--- src/rtl/hazard_ctrl_pkg.sv ---
// Shared constants and types for the pipeline hazard / forwarding controller.
// Forward-select encodings, FSM state enum and the scoreboard slot record live here.
package hazard_ctrl_pkg;

    localparam int REG_W = 5;
    localparam int CNT_W = 16;

    localparam logic [REG_W-1:0] REG_ZERO = '0;

    localparam logic [1:0] FWD_RF  = 2'b00;
    localparam logic [1:0] FWD_WB  = 2'b01;
    localparam logic [1:0] FWD_MEM = 2'b10;

    typedef enum logic {
        ST_RUN    = 1'b0,
        ST_FREEZE = 1'b1
    } state_t;

    typedef struct packed {
        logic             valid;
        logic             regwrite;
        logic             memread;
        logic [REG_W-1:0] dst;
        logic [REG_W-1:0] rs;
        logic [REG_W-1:0] rt;
        logic             use_rs;
        logic             use_rt;
    } slot_t;

endpackage

--- src/rtl/hazard_fwd_sel.sv ---
// One EX-operand forward select: EX/MEM result first, then MEM/WB, else register file.
// Loads sitting in EX/MEM have no data yet, so they are never a MEM-stage source.
module hazard_fwd_sel
    import hazard_ctrl_pkg::*;
(
    input  logic             i_mem_valid,
    input  logic             i_mem_regwrite,
    input  logic             i_mem_memread,
    input  logic [REG_W-1:0] i_mem_dst,
    input  logic             i_wb_valid,
    input  logic             i_wb_regwrite,
    input  logic [REG_W-1:0] i_wb_dst,
    input  logic [REG_W-1:0] i_src,
    input  logic             i_use_src,
    output logic [1:0]       o_sel
);

    logic w_mem_hit;
    logic w_wb_hit;

    assign w_mem_hit = i_mem_valid && i_mem_regwrite && !i_mem_memread &&
                       (i_mem_dst != REG_ZERO) && (i_mem_dst == i_src) && i_use_src;
    assign w_wb_hit  = i_wb_valid && i_wb_regwrite &&
                       (i_wb_dst != REG_ZERO) && (i_wb_dst == i_src) && i_use_src;

    always_comb begin
        o_sel = FWD_RF;
        if (w_mem_hit) begin
            o_sel = FWD_MEM;
        end else if (w_wb_hit) begin
            o_sel = FWD_WB;
        end
    end

endmodule

--- src/rtl/hazard_ctrl.sv ---
// Hazard controller for a 5-stage pipeline: load-use stall, redirect flush,
// data-memory freeze, EX operand forwarding and saturating event counters.
module hazard_ctrl
    import hazard_ctrl_pkg::*;
(
    input  logic             clk_i,
    input  logic             rst_i,
    input  logic             id_valid_i,
    input  logic [REG_W-1:0] id_rs_i,
    input  logic [REG_W-1:0] id_rt_i,
    input  logic             id_use_rs_i,
    input  logic             id_use_rt_i,
    input  logic [REG_W-1:0] id_dst_i,
    input  logic             id_regwrite_i,
    input  logic             id_memread_i,
    input  logic             ex_redirect_i,
    input  logic             dm_wait_i,
    output logic             pc_we_o,
    output logic             ifid_we_o,
    output logic             ifid_flush_o,
    output logic             idex_bubble_o,
    output logic             pipe_we_o,
    output logic [1:0]       fwd_a_o,
    output logic [1:0]       fwd_b_o,
    output logic [CNT_W-1:0] stall_cnt_o,
    output logic [CNT_W-1:0] flush_cnt_o
);

    slot_t            r_ex;
    slot_t            r_mem;
    slot_t            r_wb;
    state_t           r_state;
    logic [CNT_W-1:0] r_stall_cnt;
    logic [CNT_W-1:0] r_flush_cnt;

    slot_t w_id_slot;
    logic  w_hit_rs;
    logic  w_hit_rt;
    logic  w_lu;
    logic  w_freeze;
    logic  w_redirect;
    logic  w_lu_stall;
    logic  w_unused;

    function automatic logic [CNT_W-1:0] sat_inc(input logic [CNT_W-1:0] v, input logic en);
        return (en && (v != {CNT_W{1'b1}})) ? v + 1'b1 : v;
    endfunction

    assign w_id_slot = {1'b1, id_regwrite_i, id_memread_i, id_dst_i,
                        id_rs_i, id_rt_i, id_use_rs_i, id_use_rt_i};

    assign w_hit_rs   = id_use_rs_i && (r_ex.dst == id_rs_i);
    assign w_hit_rt   = id_use_rt_i && (r_ex.dst == id_rt_i);
    assign w_lu       = r_ex.valid && r_ex.memread && (r_ex.dst != REG_ZERO) &&
                        id_valid_i && (w_hit_rs || w_hit_rt);
    assign w_freeze   = dm_wait_i;
    assign w_redirect = ex_redirect_i && !w_freeze;
    assign w_lu_stall = w_lu && !w_freeze && !ex_redirect_i;

    // Scoreboard fields kept for completeness but not consumed downstream.
    assign w_unused = ^{r_ex.regwrite, r_mem.rs, r_mem.rt, r_mem.use_rs, r_mem.use_rt,
                        r_wb.memread, r_wb.rs, r_wb.rt, r_wb.use_rs, r_wb.use_rt};

    // Freeze beats redirect beats load-use; reset forces the free-running pattern.
    always_comb begin
        pc_we_o       = 1'b1;
        ifid_we_o     = 1'b1;
        ifid_flush_o  = 1'b0;
        idex_bubble_o = 1'b0;
        pipe_we_o     = 1'b1;
        if (!rst_i) begin
            if (w_freeze) begin
                pc_we_o   = 1'b0;
                ifid_we_o = 1'b0;
                pipe_we_o = 1'b0;
            end else if (ex_redirect_i) begin
                ifid_flush_o  = 1'b1;
                idex_bubble_o = 1'b1;
            end else if (w_lu) begin
                pc_we_o       = 1'b0;
                ifid_we_o     = 1'b0;
                idex_bubble_o = 1'b1;
            end
        end
    end

    always_ff @(posedge clk_i or posedge rst_i) begin
        if (rst_i) begin
            r_ex  <= '0;
            r_mem <= '0;
            r_wb  <= '0;
        end else if (pipe_we_o) begin
            r_wb  <= r_mem;
            r_mem <= r_ex;
            r_ex  <= (idex_bubble_o || !id_valid_i) ? slot_t'('0) : w_id_slot;
        end
    end

    always_ff @(posedge clk_i or posedge rst_i) begin
        if (rst_i) begin
            r_state <= ST_RUN;
        end else begin
            case (r_state)
                ST_RUN:    if (dm_wait_i)  r_state <= ST_FREEZE;
                ST_FREEZE: if (!dm_wait_i) r_state <= ST_RUN;
                default:   r_state <= ST_RUN;
            endcase
        end
    end

    always_ff @(posedge clk_i or posedge rst_i) begin
        if (rst_i) begin
            r_stall_cnt <= '0;
            r_flush_cnt <= '0;
        end else begin
            r_stall_cnt <= sat_inc(r_stall_cnt, w_freeze || w_lu_stall);
            r_flush_cnt <= sat_inc(r_flush_cnt, w_redirect);
        end
    end

    assign stall_cnt_o = r_stall_cnt;
    assign flush_cnt_o = r_flush_cnt;

    hazard_fwd_sel u_fwd_a (
        .i_mem_valid    (r_mem.valid),
        .i_mem_regwrite (r_mem.regwrite),
        .i_mem_memread  (r_mem.memread),
        .i_mem_dst      (r_mem.dst),
        .i_wb_valid     (r_wb.valid),
        .i_wb_regwrite  (r_wb.regwrite),
        .i_wb_dst       (r_wb.dst),
        .i_src          (r_ex.rs),
        .i_use_src      (r_ex.use_rs),
        .o_sel          (fwd_a_o)
    );

    hazard_fwd_sel u_fwd_b (
        .i_mem_valid    (r_mem.valid),
        .i_mem_regwrite (r_mem.regwrite),
        .i_mem_memread  (r_mem.memread),
        .i_mem_dst      (r_mem.dst),
        .i_wb_valid     (r_wb.valid),
        .i_wb_regwrite  (r_wb.regwrite),
        .i_wb_dst       (r_wb.dst),
        .i_src          (r_ex.rt),
        .i_use_src      (r_ex.use_rt),
        .o_sel          (fwd_b_o)
    );

endmodule

--- config.mk ---
export PLATFORM = sky130hd
export DESIGN_NAME = hazard_ctrl
export DESIGN_NICKNAME = d
export VERILOG_FILES = /design/src/rtl/hazard_ctrl_pkg.sv /design/src/rtl/hazard_fwd_sel.sv /design/src/rtl/hazard_ctrl.sv
export SDC_FILE = /design/constraint.sdc
export NUM_CORES = 1
export LEC_CHECK = 0
export ABC_AREA = 1
export BUFFER_PORTS_ARGS = -buffer_cell sky130_fd_sc_hd__buf_2
export CORE_MARGIN = 3
export CORE_UTILIZATION = 40
export CTS_CLUSTER_SIZE = 30
export DETAILED_ROUTE_END_ITERATION = 16
export HOLD_SLACK_MARGIN = 0.12
export SLEW_MARGIN = 20
export SYNTH_ARGS = -nofsm -noshare
export SYNTH_HDL_FRONTEND = slang
export SYNTH_HIERARCHICAL = 1
export SYNTH_SLANG_ARGS = --single-unit
--- constraint.sdc ---
create_clock -name clk_i -period 2.3 [get_ports clk_i]
set_clock_uncertainty 0.1 [all_clocks]
set_input_delay 0.23 -clock clk_i [delete_from_list [all_inputs] [get_ports clk_i]]
set_output_delay 0.23 -clock clk_i [all_outputs]
set_load 0.02 [all_outputs]
=== Yosys cells after proc, flatten, opt, wreduce, memory -nomap -nowiden ===
Index checks and enable logic that the tools add are counted.

* Equal/unequal tests: 8
* Reduce and logical (&&, ||, !) cells: 34
* Multiplexer cells: 18
* Div/mod/pow operators: 0
* $lt $le $gt $ge: 0
* Add/sub/neg operators: 2
* Shift operators: 0
* Bitwise operators: 0
* $mul: 0

{| class="wikitable"
|+ Operator list
! cell !! count
|-
| $add A16 B1 Y16 const B || 2
|-
| $ne A16 B16 Y1 const B || 2
|-
| $eq A5 B5 Y1 || 6
|-
| $logic_and A1 B1 Y1 || 24
|-
| $mux W20 || 1
|-
| $mux W1 || 15
|-
| $reduce_bool A5 Y1 || 3
|-
| $logic_not A1 Y1 || 4
|-
| $mux W2 || 2
|-
| $logic_or A1 B1 Y1 || 3
|}

* Latch bits: 0
* RAM bits: 0
* Output and inout bits: 41
* Bits in read-only memories: 0
* Flip-flop bits (word level): 67
* Bits of input ports: 24
* Memories kept: 0
* Logic and storage cells: 79

=== Depth between registers and ports, before layout ===
* Depth in word-level cells: 10
* Mapped depth: 12
* Gate-level depth less buffers: 11

=== Modules after synthesis ===
Netlist, hierarchy kept.

{| class="wikitable"
|+ Modules (own cells, without submodules)
! module !! seq. area each (um^2) !! area each (um^2) !! instances !! cells each
|-
| hazard_ctrl || 1676.6 || 3455.8 || 1 || 452
|-
| hazard_fwd_sel || 0.0 || 289.0 || 2 || 71
|}

=== Least setup slack after synthesis ===
OpenSTA, ideal clock, no wires.

* Path kind: in2out
* Start: input port rst_i
* End: output port pc_we_o
* Buffers on the path: 1
* Stages: 3
* Required time: 1.970 ns
* Setup slack: -0.455 ns
* Arrival: 2.425 ns
* Cells stage by stage: inv_1 nand2_1 buf_4

* Word-level cells in the longest chain between the ends: 1

{| class="wikitable"
|+ RTL lines
! element !! RTL line !! RTL
|-
| from (decl) || hazard_ctrl.sv:7 || <nowiki>input logic rst_i,</nowiki>
|-
| $mux W1 || -- ||
|-
| to (decl) || hazard_ctrl.sv:18 || <nowiki>output logic pc_we_o,</nowiki>
|}

No other way between the ends.

=== Worst setup path in the final report ===
* Start: input port id_rt_i[2]
* End: output port pc_we_o

* Word-level cells in the longest chain between the ends: 8

{| class="wikitable"
|+ RTL lines
! element !! RTL line !! RTL
|-
| from (decl) || hazard_ctrl.sv:10 || <nowiki>input logic [REG_W-1:0] id_rt_i,</nowiki>
|-
| $eq A5 B5 Y1 || hazard_ctrl.sv:53 || <nowiki>assign w_hit_rt = id_use_rt_i && (r_ex.dst == id_rt_i);</nowiki>
|-
| $logic_and A1 B1 Y1 || hazard_ctrl.sv:53 ||
|-
| $logic_or A1 B1 Y1 || hazard_ctrl.sv:55 || <nowiki>id_valid_i && (w_hit_rs || w_hit_rt);</nowiki>
|-
| $logic_and A1 B1 Y1 || hazard_ctrl.sv:55 ||
|-
| $mux W1 || hazard_ctrl.sv:79 || <nowiki>end else if (w_lu) begin</nowiki>
|-
| $mux W1 || hazard_ctrl.sv:76 || <nowiki>end else if (ex_redirect_i) begin</nowiki>
|-
| $mux W1 || hazard_ctrl.sv:72 || <nowiki>if (w_freeze) begin</nowiki>
|-
| $mux W1 || hazard_ctrl.sv:71 || <nowiki>if (!rst_i) begin</nowiki>
|}

No other way between the ends.

==> impl_metrics.csv <==
group,metric,value,unit
outcome,outcome,"complete, no violations",
critical_path,crit_fanout,8,
synthesis,synth.distinct_cells,26,
critical_path,start_kind,"input port",
power,p_int,2.15,mW
detailed_routing,route.detailed.drc,0,
layout,syn_to_final_growth,22.4,%
layout,insertedDiodeCount,0,
synthesis,synth_cells,594,
synthesis,synth_top_area_cell,"dfrtp_1",
power,p_seq_share,46.6,%
floorplan,dieArea,11300,um^2
cts,cts_buffers,9,
floorplan,die_x,106,um
timing,layout_worst_path_cycle_share,94.4,%
synthesis,syn-num-nets,620,
global_route,antenna_found_initial,0,
power,ir_drop,0.000476,V
global_route,track_usage,19.4,%
floorplan,fp-row-count,36,
layout,instances_no_fill,822,
global_route,gr-total-overflow,0,
power,p_per_area,668,nW/um^2
power,pwr-share-comb,23.7,%
floorplan,core_area,9770,um^2
synthesis,post-synth-top-count-cell,"nand2_1",
placement,gp_congestion,0.898,
detailed_routing,drt_iter0_drc,189,
synthesis,synth_area_per_cell,6.79,um^2
detailed_routing,wl_per_cell,12.7,um
cts,h-tree-depth,3,
timing,fmax,460,MHz
power,cellLeakagePower,2.72,nW
run,maxCapViolations,0,
global_route,grt_pass1_wl,17700,um
critical_path,crit_path_end_kind,"primary output",
global_route,grt_pass1_vias,3725,
global_route,grt_start_max_net_pins,41,
placement,hpwl,7560,um
detailed_routing,postRouteAntennaNets,0,
critical_path,worst_ep_required_time,1.97,ns
critical_path,crit_type,"input port to primary output",
timing,setup_tns,0,ns
timing,layout_min_cycle_time,2.17,ns
floorplan,die_h,106,um
placement,place_inst,780,
cts,cts_tree,"built",
synthesis,ys.warnings.count,6,
synthesis,synthTopCellsByCount,"239 x nand2_1, 67 x dfrtp_1, 65 x nor2_1, 60 x nand3_1, 58 x inv_1",
synthesis,yosysSeqAreaShare,41.6,%
synthesis,netlist_area,4030,um^2
power,clockPowerShare,29.6,%
cts,cts.sinks,67,
synthesis,synth.area.top_cells,"dfrtp_1 42%, nand2_1 22%, nand3_1 7.4%",
timing,setup_viol,0,
power,switching_share,35.0,%
floorplan,start_util,41.3,%
synthesis,synth-edff-count,0,
layout,final.fill_count,1045,
placement,numPortBuffers,64,
detailed_routing,drt-total-wl,10400,um
cts,clk_pin_slew,0.08,ns
power,p_sw,1.15,mW
detailed_routing,vias_per_cell,4.72,
cts,clk_latency,0.35,ns
floorplan,pin_count,65,
timing,worst_slew_pin_slew,0.800,ns
detailed_routing,vias,3880,
layout,layout-drive-gt1-share,17.3,%
power,total_power,3.30,mW
layout,fin_nets,710,
critical_path,arrival,1.84,ns
synthesis,async_flop_share,100,%
hold_path,hp-class,"input port to flop",
cts,root_buffer,"clkbuf_8",
synthesis,synth_top_area_share,41.6,%
timing,rsz0062_at_grt,"no",
cts,cts_buffer_depth,2,
detailed_routing,dr.pass1.iters,5,
synthesis,synth_seq_cells,67,
timing,relSlewSlack,46.6,%
timing,finalMaxSlewViolations,0,
synthesis,synth-main-ff-cell,"dfrtp_1",
timing,hold_violations,0,
-- final timing paths --
check,slack [ns],cells past startpoint,endpoint,startpoint
hold reg to reg,0.40,2,r_ex[18],r_ex[18]
max in group asynchronous,1.05,4,r_ex[2],rst_i
hold / removal,0.27,5,stall_cnt_o[8],dm_wait_i
setup reg to reg,0.40,13,stall_cnt_o[9],r_ex[15]
setup / recovery,0.13,12,pc_we_o,id_rt_i[2]
min in group asynchronous,0.29,3,stall_cnt_o[11],rst_i
-- per-layer routing --
layer	global-route usage [%]	vias to the layer above	wire length [um]
met3	3.10	16	381
met2	31.8	85	4990
met5	0	-	0
met1	25.3	1770	4820
met4	8.86	0	246
li1	-	2009	-
-- flip-flops by register name, summed over array words and instances (netlist names) --
signal / flops
r_ex: 20
r_mem: 8
stall_cnt_o: 16
flush_cnt_o: 16
r_wb: 7
-- metrics by stage --
step / setup slack, ns / instance area, um^2 / util [%] / hold slack [ns]
floorplan: 0.0887 / 4040 / - / 0.268
global placement: 0.359 / 4470 / 45.8 / 0.107
detailed placement: 0.405 / 4480 / 45.8 / 0.113
CTS: 0.0292 / 4870 / 49.8 / 0.268
global route: 0.0105 / 4940 / 50.5 / 0.305
finish: 0.128 / 4940 / 50.5 / 0.274
-- timing repair --
action,CTS,global route
gates resized for setup,0,5
setup buffers,0,6
setup endpoints to repair,0,3
endpoints found under the hold margin,47,0
hold buffers,20,0
-- critical path: stages --
cell and delay (ns):
dlygate4sd3_1 0.53, buf_2 0.15, inv_1 0.05, nand2_1 0.05
nand2_1 0.05, nor2_1 0.11, nand3_1 0.11, nand2_2 0.09
nand3_2 0.12, nand2_8 0.13, nand2_1 0.06, buf_2 0.16
-- layout make-up --
type,instances,area (um^2),area share (%)
Clock inverter,5,52.6,1.06
Timing Repair Buffer,95,606,12.3
Inverter,69,263,5.32
Sequential cell,67,1680,34.0
Clock buffer,11,141,2.86
Multi-Input combinational cell,442,2030,41.2
Tap cell,133,166,3.37
-- cells in the final DEF (no fill, tap or decap), types with 4 or more instances in the layout --
master	instances
buf_2	63
nand2_2	4
clkbuf_8	10
dlygate4sd3_1	20
nand4_1	10
xor2_1	15
nand2_1	237
o21ai_0	17
inv_2	11
inv_1	57
nor2_1	63
nand3_1	60
dfrtp_1	67
nor3_1	6
xnor2_1	11
nor2_2	4
buf_4	12
-- power groups by stage --
stage          logic, mW  registers [mW]  clock network, mW
2_1_floorplan      0.426            1.62                  0
3_3_place_gp       0.740            1.55                  0
3_5_place_dp       0.752            1.56                  0
4_1_cts            0.781            1.54               1.02
5_1_grt            0.875            1.57               1.06
6_report           0.784            1.54              0.977
-- kinds of logic (layout without fill, tap and decap cells) --
| group | after synthesis | after routing | share of synthesized area (%) |
|---|---|---|---|
| AOI/OAI and AO/OA | 20 | 20 | 2.51 |
| buffers and inverters | 85 | 180 | 8.65 |
| DFF | 67 | 67 | 41.6 |
| adders and majority gates | 2 | 2 | 0.620 |
| xor gates and xnor gates | 26 | 26 | 5.65 |
| and+or+nand+nor | 394 | 394 | 41.0 |
Power figures use the tool's default switching activity.
